### src/rtl/multi_dataflow_out_tracker_pkg.sv
// Shared types for the multi_dataflow output tracker: FSM state encoding
// and the control/flag groupings used between the tracker and the controller.
package multi_dataflow_package;

    localparam int unsigned OUT_TRACKER_CNT_WIDTH = 32;
    localparam int unsigned OUT_TRACKER_DIM_WIDTH = 16;

    typedef enum logic [1:0] {
        IDLE  = 2'd0,
        RUN   = 2'd1,
        DRAIN = 2'd2,
        DONE  = 2'd3
    } out_tracker_state_t;

    typedef struct packed {
        logic [OUT_TRACKER_CNT_WIDTH-1:0] limit;
        logic [OUT_TRACKER_DIM_WIDTH-1:0] width;
        logic [OUT_TRACKER_DIM_WIDTH-1:0] height;
    } ctrl_out_tracker_t;

    typedef struct packed {
        logic                             busy;
        logic                             done;
        logic                             err;
        logic [OUT_TRACKER_CNT_WIDTH-1:0] cnt;
        logic [OUT_TRACKER_DIM_WIDTH-1:0] x;
        logic [OUT_TRACKER_DIM_WIDTH-1:0] y;
    } flags_out_tracker_t;

endpackage

### src/rtl/multi_dataflow_out_tracker_elastic_reg.sv
// One-entry valid/ready register carrying data, strobe and a last flag.
// Upstream may load whenever the slot is empty or is being drained this cycle.
module multi_dataflow_elastic_reg #(
    parameter int unsigned DATA_WIDTH = 32
) (
    input  logic                    clk_i,
    input  logic                    rst_ni,
    input  logic                    clear_i,
    input  logic                    in_valid_i,
    output logic                    in_ready_o,
    input  logic [DATA_WIDTH-1:0]   in_data_i,
    input  logic [DATA_WIDTH/8-1:0] in_strb_i,
    input  logic                    in_last_i,
    output logic                    out_valid_o,
    input  logic                    out_ready_i,
    output logic [DATA_WIDTH-1:0]   out_data_o,
    output logic [DATA_WIDTH/8-1:0] out_strb_o,
    output logic                    out_last_o
);

    logic                    full_q;
    logic [DATA_WIDTH-1:0]   data_q;
    logic [DATA_WIDTH/8-1:0] strb_q;
    logic                    last_q;

    assign in_ready_o  = !full_q || out_ready_i;
    assign out_valid_o = full_q;
    assign out_data_o  = data_q;
    assign out_strb_o  = strb_q;
    assign out_last_o  = last_q;

    // Load on accept (a simultaneous pop keeps the slot full), otherwise empty on pop
    always_ff @(posedge clk_i or negedge rst_ni) begin
        if (!rst_ni) begin
            full_q <= 1'b0;
            data_q <= '0;
            strb_q <= '0;
            last_q <= 1'b0;
        end else if (clear_i) begin
            full_q <= 1'b0;
            data_q <= '0;
            strb_q <= '0;
            last_q <= 1'b0;
        end else if (in_valid_i && in_ready_o) begin
            full_q <= 1'b1;
            data_q <= in_data_i;
            strb_q <= in_strb_i;
            last_q <= in_last_i;
        end else if (out_ready_i) begin
            full_q <= 1'b0;
        end
    end

endmodule

### src/rtl/multi_dataflow_out_tracker.sv
// Output-side tracker for the multi_dataflow HWPE: forwards engine beats through
// an elastic register, counts them against the job limit, tracks the (x, y)
// pixel coordinate, tags the final beat and reports done / protocol errors.
module multi_dataflow_out_tracker
    import multi_dataflow_package::*;
#(
    parameter int unsigned DATA_WIDTH = 32,
    parameter int unsigned CNT_WIDTH  = 32,
    parameter int unsigned DIM_WIDTH  = 16
) (
    input  logic                    clk_i,
    input  logic                    rst_ni,
    input  logic                    clear_i,
    input  logic                    start_i,
    input  logic [CNT_WIDTH-1:0]    cnt_limit_i,
    input  logic [DIM_WIDTH-1:0]    width_i,
    input  logic [DIM_WIDTH-1:0]    height_i,
    input  logic                    in_valid_i,
    output logic                    in_ready_o,
    input  logic [DATA_WIDTH-1:0]   in_data_i,
    input  logic [DATA_WIDTH/8-1:0] in_strb_i,
    output logic                    out_valid_o,
    input  logic                    out_ready_i,
    output logic [DATA_WIDTH-1:0]   out_data_o,
    output logic [DATA_WIDTH/8-1:0] out_strb_o,
    output logic                    out_last_o,
    output logic                    busy_o,
    output logic                    done_o,
    output logic                    err_o,
    output logic [CNT_WIDTH-1:0]    cnt_o,
    output logic [DIM_WIDTH-1:0]    x_o,
    output logic [DIM_WIDTH-1:0]    y_o
);

    localparam logic [CNT_WIDTH-1:0] CNT_ONE = CNT_WIDTH'(1);
    localparam logic [DIM_WIDTH-1:0] DIM_ONE = DIM_WIDTH'(1);

    out_tracker_state_t   state_q;
    logic [CNT_WIDTH-1:0] limit_q;
    logic [CNT_WIDTH-1:0] cnt_q;
    logic [DIM_WIDTH-1:0] width_q;
    logic [DIM_WIDTH-1:0] height_q;
    logic [DIM_WIDTH-1:0] x_q;
    logic [DIM_WIDTH-1:0] y_q;
    logic                 err_q;

    logic reg_in_ready;
    logic accept;
    logic pop;
    logic last_beat;
    logic x_wrap;
    logic y_wrap;
    logic proto_err;

    // A zero width/height wraps naturally: 0 - 1 is all ones, i.e. 2^DIM_WIDTH beats
    assign last_beat = (cnt_q == limit_q - CNT_ONE);
    assign x_wrap    = (x_q == width_q - DIM_ONE);
    assign y_wrap    = (y_q == height_q - DIM_ONE);

    assign in_ready_o = (state_q == RUN) && (limit_q != '0) && reg_in_ready;
    assign accept     = in_valid_i && in_ready_o;
    assign pop        = out_valid_o && out_ready_i;
    assign proto_err  = (start_i && (state_q != IDLE)) || (in_valid_i && (state_q != RUN));

    assign busy_o = (state_q == RUN) || (state_q == DRAIN);
    assign done_o = (state_q == DONE);
    assign err_o  = err_q;
    assign cnt_o  = cnt_q;
    assign x_o    = x_q;
    assign y_o    = y_q;

    multi_dataflow_elastic_reg #(
        .DATA_WIDTH (DATA_WIDTH)
    ) i_elastic_reg (
        .clk_i       (clk_i),
        .rst_ni      (rst_ni),
        .clear_i     (clear_i),
        .in_valid_i  (accept),
        .in_ready_o  (reg_in_ready),
        .in_data_i   (in_data_i),
        .in_strb_i   (in_strb_i),
        .in_last_i   (last_beat),
        .out_valid_o (out_valid_o),
        .out_ready_i (out_ready_i),
        .out_data_o  (out_data_o),
        .out_strb_o  (out_strb_o),
        .out_last_o  (out_last_o)
    );

    // Job FSM with beat counter, coordinate tracking and sticky error flag
    always_ff @(posedge clk_i or negedge rst_ni) begin
        if (!rst_ni) begin
            state_q  <= IDLE;
            limit_q  <= '0;
            width_q  <= '0;
            height_q <= '0;
            cnt_q    <= '0;
            x_q      <= '0;
            y_q      <= '0;
            err_q    <= 1'b0;
        end else if (clear_i) begin
            state_q  <= IDLE;
            limit_q  <= '0;
            width_q  <= '0;
            height_q <= '0;
            cnt_q    <= '0;
            x_q      <= '0;
            y_q      <= '0;
            err_q    <= 1'b0;
        end else begin
            if (proto_err) begin
                err_q <= 1'b1;
            end
            case (state_q)
                IDLE: begin
                    if (start_i) begin
                        limit_q  <= cnt_limit_i;
                        width_q  <= width_i;
                        height_q <= height_i;
                        cnt_q    <= '0;
                        x_q      <= '0;
                        y_q      <= '0;
                        err_q    <= proto_err;
                        state_q  <= RUN;
                    end
                end
                RUN: begin
                    if (limit_q == '0) begin
                        state_q <= DONE;
                    end else if (accept) begin
                        cnt_q <= cnt_q + CNT_ONE;
                        if (x_wrap) begin
                            x_q <= '0;
                            y_q <= y_wrap ? '0 : y_q + DIM_ONE;
                        end else begin
                            x_q <= x_q + DIM_ONE;
                        end
                        if (last_beat) begin
                            state_q <= DRAIN;
                        end
                    end
                end
                DRAIN: begin
                    if (!out_valid_o || pop) begin
                        state_q <= DONE;
                    end
                end
                DONE: begin
                    state_q <= IDLE;
                end
                default: begin
                    state_q <= IDLE;
                end
            endcase
        end
    end

endmodule

### config.mk
export PLATFORM = sky130hd
export DESIGN_NAME = multi_dataflow_out_tracker
export DESIGN_NICKNAME = d
export VERILOG_FILES = /design/src/rtl/multi_dataflow_out_tracker_pkg.sv /design/src/rtl/multi_dataflow_out_tracker_elastic_reg.sv /design/src/rtl/multi_dataflow_out_tracker.sv
export SDC_FILE = /design/constraint.sdc
export NUM_CORES = 1
export LEC_CHECK = 0
export CAP_MARGIN = 20
export CORE_MARGIN = 2
export CORE_UTILIZATION = 30
export CTS_CLUSTER_DIAMETER = 80
export CTS_CLUSTER_SIZE = 30
export DETAILED_ROUTE_END_ITERATION = 10
export MAX_ROUTING_LAYER = met4
export PLACE_DENSITY = 0.56
export SLEW_MARGIN = 15
export SYNTH_ARGS = -nofsm -noshare
export SYNTH_HDL_FRONTEND = slang
export SYNTH_SLANG_ARGS = --single-unit
### constraint.sdc
create_clock -name clk_i -period 3.75 [get_ports clk_i]
set_input_delay 0.375 -clock clk_i [delete_from_list [all_inputs] [get_ports clk_i]]
set_output_delay 0.375 -clock clk_i [all_outputs]
set_load 0.01 [all_outputs]
==> qor.yml, run 1 <==
clkPwrFrac_pct: 30.0
switching_share_pct: 36.5
postSynthCellCount: 1158
cap_violations: 0
die_x_um: 187
dieHeight_um: 187
clk_latency_ns: 0.44
wl_met2_um: 14900
post_drt_wl_per_cell_um: 16.9
register_area_um2: 4230
top_layer: "met4"
period_minus_slack_ns: 3.39
avgSynthCellArea_um2: 8.67
drt-met1-wl_um: 13900
post_cts_buffers: 0
timing.fmax_ghz: 0.295
gp_congestion: 0.885
grt.total_usage_pct: 18.0
leakagePower_nw: 5.11
setup_viol: 0
drt.antenna.violating_nets: 0
io_pins: 212
multiInputGateArea_um2: 5490
detail_route.wirelength_um: 30500
synth_top_area_share_pct: 42.1
synth-xor-area-share_pct: 10.0
numCtsBuffers: 17
vdd.ir_drop.worst_v: 0.000342
synthTopCellsByArea: "dfrtp_1 42%, nand2_1 6.8%, xnor2_1 5.7%"
sequentialPowerShare_pct: 38.8
synth_edf_count: 0
syn_to_final_growth_pct: 31.3
slew_headroom_pct: 46.0
dieArea_um2: 35000
htreeDepth: 4
ys_seq_area_share_pct: 42.1
clkTransAtPathRegs_ns: 0.08
critPathKind: "flip-flop to flip-flop"
grt_pass1_vias: 8809
powerDensity_nw_per_um2: 451
finalHoldViolCount: 0
p_int_mw: 3.78
coreArea_um2: 33300
synthMuxAreaShare_pct: 1.15
syn_area_um2: 10000
worst-slew-pin-transition_ns: 0.809
grt_max_degree: 91
cts_root_buf: "clkbuf_16"
cts.sinks: 169
n_fill_cell: 3390
worstPathRequired_ns: 4.05
p_sw_mw: 2.17
fin_crit_sh_pct: 90.4
pwr-share-comb_pct: 31.1
rows: 67
synth-main-ff-cell: "dfrtp_1"
fin_setup_tns_ns: 0
initialDrtViolationCount: 552
cp-start-kind: "flip-flop"
io_buffers: 211
ys_ff_latch: 169
start_util_pct: 30.2
r2r_slack_ns: 0.36
cts_tree: "done"
yosysUniqueCellTypes: 73
gr-total-overflow: 0
drive_above_1_share_pct: 5.99
cp_max_fo: 21
drv_slew: 0
nNetsFinal: 1457
dpl_cell_area_um2: 12600
synth_compound_area_share_pct: 13.9
layout_commonest_cell: "clkdlybuf4s50_1"
via_count: 8985
endpoint_kind: "flip-flop"
hpwlAfterDp_um: 22100
layout_common_cells: "209 x clkdlybuf4s50_1, 182 x nand2_1, 169 x dfrtp_1"
synth.net_count: 1276
antenna_found_initial: 1
grt_pass1_wl_um: 48800
synth_top_family_by_area: "simple AND/OR/NAND/NOR gates"
fin_area_um2: 13200
cts_buffer_depth: 2
async_flop_share_pct: 100
worstPathArrival_ns: 3.69
status: "complete, no violations"
yosys_warnings: 0
via_per_inst: 4.99
hp-class: "primary input to flip-flop"
route.detailed.drc: 0
synthAdderAreaFrac_pct: 1.50
dr.pass1.iters: 6
fin_skew_ns: 0.0138
wl_met3_um: 1190
synth_simple_gate_area_share_pct: 27.7
yosys.area.top_type: "dfrtp_1"
rsz0062_at_grt: "no"
==> critical path, stage by stage, from the launching register on <==
cell and delay (ns):
dfrtp_1 0.47, inv_1 0.10, ha_1 0.17, or4b_1 0.57
or4_1 0.55, a21boi_1 0.15, a311oi_1 0.09, nor3_2 0.26
a21oi_4 0.18, buf_4 0.21, o41ai_1 0.40, a21oi_1 0.11
==> metrics by stage <==
stage | setup slack [ns] | power (mW) | std cells | hold WS [ns] | util (%)
after floorplan | 0.551 | 3.48 | 1158 | 0.0794 | -
after global placement | 0.482 | 4.18 | 1767 | 0.441 | 37.8
after detailed placement | 0.380 | 4.20 | 1767 | 0.441 | 37.8
after CTS | 0.343 | 6.02 | 1800 | 0.447 | 39.6
after global routing | 0.0742 | 6.32 | 1801 | 0.467 | 39.6
final | 0.359 | 5.95 | 1801 | 0.469 | 39.6
==> timing repair <==
action	CTS	global route
hold buffers	1	0
resized for setup	0	2
endpoints found under the hold margin	62	0
endpoints found under the setup margin	0	3
==> kinds of logic (layout without fill, tap and decap cells) <==
group / Yosys count / count (layout)
mux: 11 / 11
flops: 169 / 169
other cells: 0 / 1
fa+ha+maj: 12 / 12
buf+inv: 86 / 280
compound gates: 228 / 228
simple gates: 537 / 537
xor+xnor: 115 / 115
==> sequential cells by signal, summed over array words and instances, names as in the netlist <==
signal                     count
cnt_o                         32
i_elastic_reg.out_last_o       1
height_q                      16
x_o                           16
width_q                       16
i_elastic_reg.out_data_o      32
state_q                        2
err_o                          1
limit_q                       32
i_elastic_reg.out_valid_o      1
i_elastic_reg.out_strb_o       4
y_o                           16
==> cell usage after synthesis, drive strengths merged (11+ instances only) <==
master and count:
nand2 182, o31ai 11, nor4 31, buf 14
o21ai 88, ha 12, xnor2 65, and4 12
nor3 22, and3 13, or4 16, inv 18
clkbuf 54, nand4 20, dfrtp 169, nand2b 73
nor2 73, a21oi 67, nand3 34, nor2b 12
or3 19, xor2 50
==> cell type report <==
| class | count | area share (%) |
|---|---|---|
| multi-input combinational | 903 | 41.6 |
| inverter | 18 | 0.512 |
| clock inverter | 15 | 1.17 |
| antenna | 1 | 0.0190 |
| sequential | 169 | 32.1 |
| timing repair buffer | 230 | 17.1 |
| tap | 448 | 4.25 |
| clock buffer | 17 | 3.23 |
==> layer usage <==
| metal | global-route usage [%] | vias up |
|---|---|---|
| met2 | 30.0 | 232 |
| met4 | 4.85 | 0 |
| li1 | - | 4414 |
| met1 | 22.7 | 4310 |
| met3 | 3.02 | 29 |
| met5 | - | - |
==> power by group through the flow <==
| stage | Sequential [mW] | Combinational, mW | Clock (mW) |
|---|---|---|---|
| 2_1_floorplan | 2.25 | 1.23 | 0 |
| 3_3_place_gp | 2.34 | 1.85 | 0 |
| 3_5_place_dp | 2.34 | 1.86 | 0 |
| 4_1_cts | 2.31 | 1.87 | 1.85 |
| 5_1_grt | 2.35 | 2.07 | 1.91 |
| 6_report | 2.31 | 1.85 | 1.79 |
==> final timing paths <==
path,start,to,cells after the start
min reg2reg,i_elastic_reg.out_data_o[26],i_elastic_reg.out_data_o[26],2
max reg2reg,width_q[0],y_o[14],11
min,in_data_i[29],i_elastic_reg.out_data_o[29],3
min in group asynchronous,rst_ni,width_q[9],2
max in group asynchronous,rst_ni,height_q[0],3
max,width_q[0],y_o[14],11
(Power assumes the default switching activity.)
==> run 2: changes to the inputs <==
--- a/config.mk
+++ b/config.mk
@@ -5,7 +5,6 @@
 export SDC_FILE = /design/constraint.sdc
 export NUM_CORES = 1
 export LEC_CHECK = 0
-export CAP_MARGIN = 20
 export CORE_MARGIN = 2
 export CORE_UTILIZATION = 30
 export CTS_CLUSTER_DIAMETER = 80
==> results of run 2 <==
Final layout, timing and power as in run 1 (identical DEF).
